`src/rtl/lcd_nibble_reader.sv`:
```
// lcd_nibble_reader: HD44780-style 4-bit read cycle engine.
// One request performs a full read: RW=1, two E pulses (upper nibble first),
// and the two sampled nibbles are reassembled into a byte on DATA.
// Status reads (RS=0) also update BF/ADDR.
//
// Optional feature macro: LCD_BF_WAIT_EN
//   When defined, a status request re-polls until the busy flag reads 0 or
//   MAX_POLLS reads have been made (then TIMEOUT pulses with VALID).
//   When undefined, TIMEOUT is tied low and no poll counter is built.
//
// Ports:
//   clk_i       system clock (50 MHz nominal)
//   rst_i       synchronous reset, active-high
//   req_i       start a read; accepted only while ready_o=1
//   rs_sel_i    0 = status read, 1 = data read; captured on accept
//   sf_d_in_i   LCD data bus input (SF_D[11:8])
//   lcd_e_o     enable strobe
//   lcd_rs_o    register select
//   lcd_rw_o    1 = LCD drives the bus (tristate control for the top level)
//   ready_o     idle, able to accept a request
//   valid_o     one-cycle pulse, data_o valid
//   data_o      assembled byte {upper, lower}; holds until the next valid_o
//   bf_o        busy flag from the last status read
//   addr_o      address counter from the last status read
//   timeout_o   busy-flag poll limit hit (LCD_BF_WAIT_EN only)

module lcd_nibble_reader #(
  parameter int unsigned T_SETUP   = 2,
  parameter int unsigned T_EHIGH   = 12,
  parameter int unsigned T_GAP     = 50,
  parameter int unsigned T_HOLD    = 2
`ifdef LCD_BF_WAIT_EN
  ,
  parameter int unsigned MAX_POLLS = 1000
`endif
) (
  input  logic       clk_i,
  input  logic       rst_i,
  input  logic       req_i,
  input  logic       rs_sel_i,
  input  logic [3:0] sf_d_in_i,
  output logic       lcd_e_o,
  output logic       lcd_rs_o,
  output logic       lcd_rw_o,
  output logic       ready_o,
  output logic       valid_o,
  output logic [7:0] data_o,
  output logic       bf_o,
  output logic [6:0] addr_o,
  output logic       timeout_o
);

  // Counter sized for the longest state duration.
  localparam int unsigned T_MAX_A = (T_SETUP > T_EHIGH) ? T_SETUP : T_EHIGH;
  localparam int unsigned T_MAX_B = (T_GAP > T_HOLD) ? T_GAP : T_HOLD;
  localparam int unsigned T_MAX   = (T_MAX_A > T_MAX_B) ? T_MAX_A : T_MAX_B;
  localparam int unsigned CNT_W   = (T_MAX > 1) ? $clog2(T_MAX) : 1;

  localparam logic [CNT_W-1:0] CNT_SETUP = CNT_W'(T_SETUP - 1);
  localparam logic [CNT_W-1:0] CNT_EHIGH = CNT_W'(T_EHIGH - 1);
  localparam logic [CNT_W-1:0] CNT_GAP   = CNT_W'(T_GAP - 1);
  localparam logic [CNT_W-1:0] CNT_HOLD  = CNT_W'(T_HOLD - 1);

  localparam logic [2:0] S_IDLE     = 3'd0;
  localparam logic [2:0] S_SETUP    = 3'd1;
  localparam logic [2:0] S_UPPER_HI = 3'd2;
  localparam logic [2:0] S_GAP      = 3'd3;
  localparam logic [2:0] S_LOWER_HI = 3'd4;
  localparam logic [2:0] S_HOLD     = 3'd5;
  localparam logic [2:0] S_DONE     = 3'd6;
`ifdef LCD_BF_WAIT_EN
  localparam logic [2:0] S_POLL     = 3'd7;

  localparam int unsigned POLL_W = (MAX_POLLS > 1) ? $clog2(MAX_POLLS) : 1;
  localparam logic [POLL_W-1:0] POLL_LAST = POLL_W'(MAX_POLLS - 1);
`endif

  logic [2:0]       state_q, state_d;
  logic [CNT_W-1:0] cnt_q, cnt_d;
  logic             e_q, e_d;
  logic             rs_q, rs_d;
  logic             rw_q, rw_d;
  logic             ready_q, ready_d;
  logic             valid_q, valid_d;
  logic [7:0]       data_q, data_d;
  logic             bf_q, bf_d;
  logic [6:0]       addr_q, addr_d;
  logic [3:0]       upper_q, upper_d;
  logic [3:0]       lower_q, lower_d;
  logic             cnt_zero_c;
`ifdef LCD_BF_WAIT_EN
  logic [POLL_W-1:0] poll_q, poll_d;
  logic              timeout_q, timeout_d;
`endif

  assign cnt_zero_c = (cnt_q == '0);

  // Next-state and registered-output logic.
  always_comb begin
    state_d = state_q;
    cnt_d   = cnt_q;
    e_d     = e_q;
    rs_d    = rs_q;
    rw_d    = rw_q;
    ready_d = ready_q;
    valid_d = 1'b0;
    data_d  = data_q;
    bf_d    = bf_q;
    addr_d  = addr_q;
    upper_d = upper_q;
    lower_d = lower_q;
`ifdef LCD_BF_WAIT_EN
    poll_d    = poll_q;
    timeout_d = 1'b0;
`endif

    case (state_q)
      S_IDLE: begin
        if (req_i && ready_q) begin
          rs_d    = rs_sel_i;
          rw_d    = 1'b1;
          ready_d = 1'b0;
          cnt_d   = CNT_SETUP;
          state_d = S_SETUP;
`ifdef LCD_BF_WAIT_EN
          poll_d  = '0;
`endif
        end
      end

      S_SETUP: begin
        if (cnt_zero_c) begin
          e_d     = 1'b1;
          cnt_d   = CNT_EHIGH;
          state_d = S_UPPER_HI;
        end else begin
          cnt_d = cnt_q - 1'b1;
        end
      end

      // Nibble is sampled once, on the last E-high cycle.
      S_UPPER_HI: begin
        if (cnt_zero_c) begin
          upper_d = sf_d_in_i;
          e_d     = 1'b0;
          cnt_d   = CNT_GAP;
          state_d = S_GAP;
        end else begin
          cnt_d = cnt_q - 1'b1;
        end
      end

      S_GAP: begin
        if (cnt_zero_c) begin
          e_d     = 1'b1;
          cnt_d   = CNT_EHIGH;
          state_d = S_LOWER_HI;
        end else begin
          cnt_d = cnt_q - 1'b1;
        end
      end

      S_LOWER_HI: begin
        if (cnt_zero_c) begin
          lower_d = sf_d_in_i;
          e_d     = 1'b0;
          cnt_d   = CNT_HOLD;
          state_d = S_HOLD;
        end else begin
          cnt_d = cnt_q - 1'b1;
        end
      end

      // RW/RS held; at the end either publish the byte or re-poll.
      S_HOLD: begin
        if (cnt_zero_c) begin
`ifdef LCD_BF_WAIT_EN
          if (!rs_q && upper_q[3] && (poll_q != POLL_LAST)) begin
            poll_d  = poll_q + 1'b1;
            cnt_d   = CNT_GAP;
            state_d = S_POLL;
          end else begin
            timeout_d = !rs_q && upper_q[3];
            valid_d   = 1'b1;
            data_d    = {upper_q, lower_q};
            bf_d      = rs_q ? bf_q : upper_q[3];
            addr_d    = rs_q ? addr_q : {upper_q[2:0], lower_q};
            state_d   = S_DONE;
          end
`else
          valid_d = 1'b1;
          data_d  = {upper_q, lower_q};
          bf_d    = rs_q ? bf_q : upper_q[3];
          addr_d  = rs_q ? addr_q : {upper_q[2:0], lower_q};
          state_d = S_DONE;
`endif
        end else begin
          cnt_d = cnt_q - 1'b1;
        end
      end

`ifdef LCD_BF_WAIT_EN
      // E low, RW still 1, between busy-flag polls.
      S_POLL: begin
        if (cnt_zero_c) begin
          cnt_d   = CNT_SETUP;
          state_d = S_SETUP;
        end else begin
          cnt_d = cnt_q - 1'b1;
        end
      end
`endif

      // Release the bus; E is already low so RW may change here.
      S_DONE: begin
        rw_d    = 1'b0;
        rs_d    = 1'b0;
        ready_d = 1'b1;
        state_d = S_IDLE;
      end

      default: begin
        e_d     = 1'b0;
        rw_d    = 1'b0;
        rs_d    = 1'b0;
        ready_d = 1'b1;
        cnt_d   = '0;
        state_d = S_IDLE;
      end
    endcase
  end

  // State and output registers.
  always_ff @(posedge clk_i) begin
    if (rst_i) begin
      state_q <= S_IDLE;
      cnt_q   <= '0;
      e_q     <= 1'b0;
      rs_q    <= 1'b0;
      rw_q    <= 1'b0;
      ready_q <= 1'b1;
      valid_q <= 1'b0;
      data_q  <= '0;
      bf_q    <= 1'b0;
      addr_q  <= '0;
      upper_q <= '0;
      lower_q <= '0;
`ifdef LCD_BF_WAIT_EN
      poll_q    <= '0;
      timeout_q <= 1'b0;
`endif
    end else begin
      state_q <= state_d;
      cnt_q   <= cnt_d;
      e_q     <= e_d;
      rs_q    <= rs_d;
      rw_q    <= rw_d;
      ready_q <= ready_d;
      valid_q <= valid_d;
      data_q  <= data_d;
      bf_q    <= bf_d;
      addr_q  <= addr_d;
      upper_q <= upper_d;
      lower_q <= lower_d;
`ifdef LCD_BF_WAIT_EN
      poll_q    <= poll_d;
      timeout_q <= timeout_d;
`endif
    end
  end

  assign lcd_e_o  = e_q;
  assign lcd_rs_o = rs_q;
  assign lcd_rw_o = rw_q;
  assign ready_o  = ready_q;
  assign valid_o  = valid_q;
  assign data_o   = data_q;
  assign bf_o     = bf_q;
  assign addr_o   = addr_q;
`ifdef LCD_BF_WAIT_EN
  assign timeout_o = timeout_q;
`else
  assign timeout_o = 1'b0;
`endif

endmodule

```
`config.mk`:
```
export PLATFORM = sky130hd
export DESIGN_NAME = lcd_nibble_reader
export DESIGN_NICKNAME = d
export VERILOG_FILES = /design/src/rtl/lcd_nibble_reader.sv
export SDC_FILE = /design/constraint.sdc
export NUM_CORES = 1
export LEC_CHECK = 0
export BUFFER_PORTS_ARGS = -buffer_cell sky130_fd_sc_hd__buf_2
export CORE_MARGIN = 3
export CORE_UTILIZATION = 45
export DETAILED_ROUTE_END_ITERATION = 16
export PLACE_DENSITY = 0.72
export SLEW_MARGIN = 10
export SYNTH_ARGS = -nofsm -noshare
export SYNTH_HDL_FRONTEND = slang
export SYNTH_SLANG_ARGS = --single-unit
export TNS_END_PERCENT = 100
```
`constraint.sdc`:
```
create_clock -name clk_i -period 3.8 [get_ports clk_i]
set_input_delay 0.95 -clock clk_i [delete_from_list [all_inputs] [get_ports clk_i]]
set_output_delay 0.95 -clock clk_i [all_outputs]
set_load 0.005 [all_outputs]
```
Word-level counts from Yosys, hierarchy flattened --
Index checks and enable logic that the tools add are counted.
Operators by class: $add $sub $neg 1, equal/unequal tests 15, mux-type cells 23, bitwise operators 5, reduce and logical (&&, ||, !) cells 16
Operators with widths (number):
- 6-bit case mux with 6 select lines | 1
- 6-bit 2-to-1 mux | 5
- 3-bit 2-to-1 mux | 6
- 3-bit case mux with 6 select lines | 1
- 2-bit != test (second input constant) | 7
- 3-bit == test (second input constant) | 3
- 3-bit AND reduction | 3
- 2-bit AND reduction | 4
- 3-bit by 2-bit == test with 1-bit output (second input constant) | 2
- 6-bit logical NOT | 1
- 1-bit 2-to-1 mux | 6
- 1-bit case mux with 2 select lines | 3
- 6-bit AND reduction | 1
- 2-bit OR reduction | 3
- 6-bit by 1-bit subtractor with 6-bit output (second input constant) | 1
- 1-bit inverter | 5
- 5-bit OR reduction | 1
- 2-bit by 1-bit != test with 1-bit output (second input constant) | 2
- 3-bit by 1-bit == test with 1-bit output (second input constant) | 1
- 3-bit logical NOT | 1
- 1-bit case mux with 3 select lines | 1
- 3-bit OR reduction | 1
- 1-bit logical AND | 1
Word-level totals: flip-flop bits (word level) 38, output and inout bits 22, logic and storage cells 72

Longest topological paths before layout --
Gate-level depths: netlist of the first run.
word-level depth 4, depth in mapped cells 8, gate-level depth less buffers 7

Least setup slack after synthesis of the first run --
Ideal clock, no wire load.
path kind input port to flip-flop, start point input req_i, end point register cnt_q[2], setup time 0.132 ns, data arrival time 1.817 ns, path slack 1.851 ns, stages on the path 5, path buffers 0, cells stage by stage a211o_1 > a21oi_1 > nor3_1 > o21ai_0 > a21oi_1
Between the ends: cells in the longest elaborated chain, start to end 3
Ends and longest elaborated chain:
- from (decl) | RTL line 39 | input logic req_i,
- 1-bit logical AND | RTL line 119 | if (req_i && ready_q) begin
- 2-bit != test (no source line)
- 3-bit AND reduction (no source line)
- to (signal assigned) | RTL line 254 | cnt_q <= cnt_d;
- to (decl) | RTL line 79 | logic [CNT_W-1:0] cnt_q, cnt_d;
Every way passes these cells. A chain may end at the register's enable or synchronous reset.

Worst setup path after layout of the first run --
start point register state_q[2], end point register addr_q[2] (netlist: addr_o[2])
Between the ends: cells in the longest elaborated chain, start to end 2
Ends and longest elaborated chain:
- from (decl) | RTL line 78 | logic [2:0] state_q, state_d;
- from (signal assigned) | RTL line 253 | state_q <= state_d;
- 3-bit == test | RTL line 117 | case (state_q)
- 3-bit AND reduction (no source line)
- to (signal assigned) | RTL line 262 | addr_q <= addr_d;
- to (decl) | RTL line 87 | logic [6:0] addr_q, addr_d;
Every way passes these cells.

==> results of run 1 <==
[logic make-up (layout without fill, tap and decap cells)]
family / Yosys count / count (layout) / share of synthesized area, %
AOI/OAI and AO/OA: 61 / 61 / 21.2
DFF: 38 / 38 / 43.1
and+or+nand+nor: 84 / 84 / 23.5
xor gates and xnor gates: 2 / 2 / 0.993
buffers and inverters: 21 / 42 / 5.67
adders and majority gates: 1 / 1 / 0.709
other: 1 / 1 / 0.213
muxes: 8 / 8 / 4.54
[flip-flops by register name (all words and copies together) (netlist names)]
signal    count
addr_o        7
lcd_rs_o      1
data_o        8
bf_o          1
upper_q       4
state_q       3
valid_o       1
lcd_e_o       1
lower_q       4
lcd_rw_o      1
ready_o       1
cnt_q         6
[cell usage in the layout (no fill, tap or decap), types with 2 or more instances in the layout]
cell	count
dfxtp_1	38
nand2_1	33
or3_1	4
a2111oi_0	2
nand3b_1	2
mux2i_1	8
and2_1	2
nor3_2	2
xor2_1	2
clkbuf_8	6
inv_1	7
o211ai_1	2
nor3_1	4
a21oi_1	27
a31oi_1	3
o21ai_0	13
o211a_1	2
nand2b_1	3
nand3_1	4
nor2_1	20
nor2b_1	3
buf_2	28
[power breakdown]
| part | switching, mW | internal, mW | total, mW |
|---|---|---|---|
| combinational | 0.326 | 0.231 | 0.557 |
| sequential | 0.102 | 0.456 | 0.558 |
| clock | 0.137 | 0.210 | 0.347 |
[metrics by stage]
stage | cells | worst slack [ps]
2_1_floorplan | 216 | 1850
3_3_place_gp | 278 | 1590
3_5_place_dp | 278 | 1540
4_1_cts | 285 | 1590
5_1_grt | 285 | 1340
6_report | 285 | 1610
[worst min-delay path, stage by stage (launching register included)]
cell and delay [ps]:
dfxtp_1 310, nand2_1 50, a21oi_1 50
[how the worst max path moves through the flow]
stage	start	end	slack (ps)	cells past startpoint
floorplan	req_i	cnt_q[2]	1850	5
global placement	rst_i	cnt_q[5]	1590	4
detailed placement	req_i	cnt_q[2]	1540	6
CTS	state_q[2]	addr_o[2]	1590	5
global route	cnt_q[0]	cnt_q[5]	1340	7
finish	state_q[2]	addr_o[2]	1610	5
[metal layers]
metal  part of all wire [%]  GRT usage (%)  vias to the layer above
met5                      0              0                        -
met2                     43           25.4                       33
met4                    1.6           6.70                        0
li1                       -              -                      799
met1                     51           24.7                      720
met3                    5.0           3.89                        7
[cell type report]
cell class | instances | area, um2
fill | 365 | 1710
multi-input combinational | 157 | 903
sequential | 38 | 761
timing repair buffer | 28 | 140
clock buffer | 6 | 82.6
tap | 48 | 60.1
clock inverter | 1 | 30.0
inverter | 7 | 26.3
==> impl_metrics.ini, run 1 <==
[outcome]
status = completed

[timing]
slew_headroom_pct = 51.0
tns_ps = 0
final-setup-viol-count = 0
final_hold_viol_count = 0
rsz0062_at_grt = no
drv_slew = 0
period_needed_ps = 2190
hold_ws_ps = 450
final.period_utilization_pct = 57.7
fin_skew_ps = 2.02
fmax_mhz = 456
worst_pin_slew_ps = 736

[yosys]
async_flop_share_pct = 0
ys_top_cells_by_area = dfxtp_1 43%, a21oi_1 7.7%, nand2_1 7.0%, mux2i_1 4.5%, nor2_1 4.3%
synth_top_area_cell = dfxtp_1
synth_top_area_share_pct = 43.1
synth_cell_types = 46
syn-cell-area_mm2 = 0.00176
ys_seq_elements = 38
synth_area_per_cell_um2 = 8.17
synth_seq_area_share_pct = 43.1
syn_nets = 225
synth_most_common_cell = dfxtp_1
synth_flop_cell = dfxtp_1
synth_edf_count = 0
netlist_instances = 216
ys_top_cells_by_count = 38 x dfxtp_1, 33 x nand2_1, 27 x a21oi_1
yosys_warnings = 0

[power_and_ir_drop]
p_per_area_mw_per_mm2 = 730
design_power_total_mw = 1.46
ir_drop_v = 0.000481
leakagePower_nw = 0.845

[clock_network]
clk_latency_ps = 290
h-tree-depth = 2
cts_buffers = 5
cts_hold_buf = 0
clock_sinks = 38
clk_pin_slew_ps = 70
root_buffer = clkbuf_8
cts_resized = 0
cts_setup_buffers = 0
clk_path_buf_depth = 2
cts_tree = done

[die]
boundaryPins = 30
die_h_um = 68.6
die_area_mm2 = 0.00471
rows = 22
fp.coreArea_mm2 = 0.00372
die_width_um = 68.6
initial_core_util_pct = 47.5

[setup_path]
worstPathRequired_ps = 4020
startpoint_type = flip-flop
crit_family = simple AND/OR/NAND/NOR gates
crit_chain = nand2b_1 -> or3_1 -> nor2_8 -> nand2_1 -> a21oi_1
worstSetupEndpointType = flip-flop
slowest_delay_ps = 730
critPathKind = reg2reg
rr_endpoint = addr_o[2]
cp_data_arrival_time_ps = 2410
reg2reg_depth = 5
slowest_stage = or3_1
r2r_slack_ps = 1610
path_max_fanout = 19
r2r_start = state_q[2]
crit_buf_inv = 0

[global_route]
gr-total-overflow = 0
first_global_vias = 1305
track_usage_pct = 17.4
grt_first_pass_wirelength_mm = 6.11
grt_max_degree = 38
antenna_found_initial = 0

[layout]
layout-drive-gt1-share_pct = 17.3
synthToLayoutAreaGrowth_pct = 13.5
fin_util_pct = 53.9
antenna_cells = 0
fin_area_mm2 = 0.00200
final_nets = 246

[detailed_routing]
dr.pass1.iters = 4
drc = 0
route.vias.total = 1559
first_iter_violations = 95
ant_nets = 0
avgViaCountPerCell = 5.47
wire_per_inst_um = 13.4
wl_mm = 3.83

[placed_design]
port_buffers = 28
place_congestion = 0.861
dpl_cell_area_mm2 = 0.00189
dpl.hpwl_mm = 2.67

[min_path]
worstHoldPathCells = 2
min_to = data_o[1]
worstHoldPathType = reg2reg
hold_path_startpoint = data_o[1]

[flow_run]
maxCapViolCount = 0
Note: power is estimated with default switching activity, not from simulation.
==> run 2: changes to the inputs <==
clock period = 2.2 ns   (was 3.8 ns; I/O delays follow)
==> impl_metrics.ini, run 2 (same netlist as run 1, synthesis figures left out) <==
[timing]
final-setup-viol-count = 0
rsz0062_at_grt = no
fin_skew_ps = 2.46
period_needed_ps = 1930
fmax_mhz = 518
drv_slew = 0
hold_ws_ps = 452
fin_ws_ps = 269
final_hold_viol_count = 0
final.period_utilization_pct = 87.8
tns_ps = 0

[setup_path]
path_max_fanout = 7
slowest_delay_ps = 440
crit_family = compound AO/OA/AOI/OAI gates
critPathKind = reg2reg
startpoint_type = flip-flop
slowest_stage = dfxtp_1
worstSetupEndpointType = flip-flop
cp_data_arrival_time_ps = 2160
crit_chain = inv_1 -> ha_1 -> nor2b_1 -> buf_4 -> and2_1 -> a21oi_1 -> o2bb2ai_1 -> a22o_1
worstPathRequired_ps = 2430
crit_buf_inv = 2

[layout]
layout_common_cells = 38 x dfxtp_1, 33 x nand2_1, 28 x buf_2, 27 x a21oi_1, 20 x nor2_1
layout_commonest_cell = dfxtp_1
largest_reg_flops = 8
synthToLayoutAreaGrowth_pct = 16.8
layout-drive-gt1-share_pct = 21.0
antenna_cells = 0
final_nets = 256

[detailed_routing]
first_iter_violations = 88
wire_per_inst_um = 13.4
wl_mm = 3.97
route.vias.total = 1613
ant_nets = 0
dr.pass1.iters = 4
avgViaCountPerCell = 5.45
drc = 0

[clock_network]
clk_pin_slew_ps = 70
h-tree-depth = 2
cts_hold_buf = 0
cts_tree = done
root_buffer = clkbuf_8
clock_sinks = 38
clk_latency_ps = 290
cts_setup_buffers = 0
cts_resized = 0
clk_path_buf_depth = 2
cts_buffers = 5

[global_route]
antenna_found_initial = 0
gr-total-overflow = 0
grt_first_pass_wirelength_mm = 6.37
first_global_vias = 1391
track_usage_pct = 18.3
grt_max_degree = 26

[die]
die_area_mm2 = 0.00471
fp.coreArea_mm2 = 0.00372
rows = 22
die_h_um = 68.6
boundaryPins = 30
initial_core_util_pct = 47.5
die_width_um = 68.6

[placed_design]
dp_slack_ps = 307
dpl.hpwl_mm = 2.89
place_congestion = 0.894
port_buffers = 28

[power_and_ir_drop]
leakagePower_nw = 0.885
design_power_total_mw = 2.53
ir_drop_v = 0.000599
p_per_area_mw_per_mm2 = 1230

[min_path]
worstHoldPathType = reg2reg

[outcome]
status = completed

[flow_run]
maxCapViolCount = 0
==> run 2: changes by cell type in the layout (fill, tap and decap cells not counted) <==
cell,before,now
buf_4,0,10
bufinv_16,1,0
clkinv_2,0,1
clkinvlp_4,0,1
==> run 2: where the power goes <==
group | switching, mW | internal, mW
logic | 0.626 | 0.474
clock network | 0.248 | 0.252
registers | 0.139 | 0.788
==> run 2: layout make-up <==
cell class / instances / area, um2
Clock buffer: 6 / 82.6
Multi-Input combinational cell: 157 / 903
Timing Repair Buffer: 38 / 215
Sequential cell: 38 / 761
Inverter: 7 / 26.3
Tap cell: 48 / 60.1
Clock inverter: 2 / 12.5
Fill cell: 364 / 1660
==> run 2: worst paths after layout <==
check / depth (start not counted) / slack (ps) / startpoint / endpoint
max: 8 / 270 / cnt_q[0] / cnt_q[3]
min: 2 / 450 / data_o[2] / data_o[2]
max reg2reg: 8 / 270 / cnt_q[0] / cnt_q[3]
min reg2reg: 2 / 450 / data_o[2] / data_o[2]
==> run 2: stage by stage <==
| stage | instance area (um2) | util [%] | std cells |
|---|---|---|---|
| after floorplan | 1760 | - | 216 |
| after global placement | 1970 | 52.9 | 288 |
| after detailed placement | 1970 | 52.9 | 288 |
| after CTS | 2060 | 55.5 | 296 |
| after global routing | 2060 | 55.5 | 296 |
| final | 2060 | 55.5 | 296 |
==> run 2: routing by layer <==
metal | GRT usage [%] | vias to the layer above | wire length [um]
met2 | 26.1 | 54 | 1770
met4 | 9.43 | 0 | 59
met1 | 25.2 | 739 | 1880
met5 | 0 | - | 0
met3 | 4.38 | 8 | 267
li1 | - | 812 | -
==> run 2: worst min-delay path, cell delays in order (launching register included) <==
cell and delay [ps]:
dfxtp_1 310, nand2_1 50, a21oi_1 50
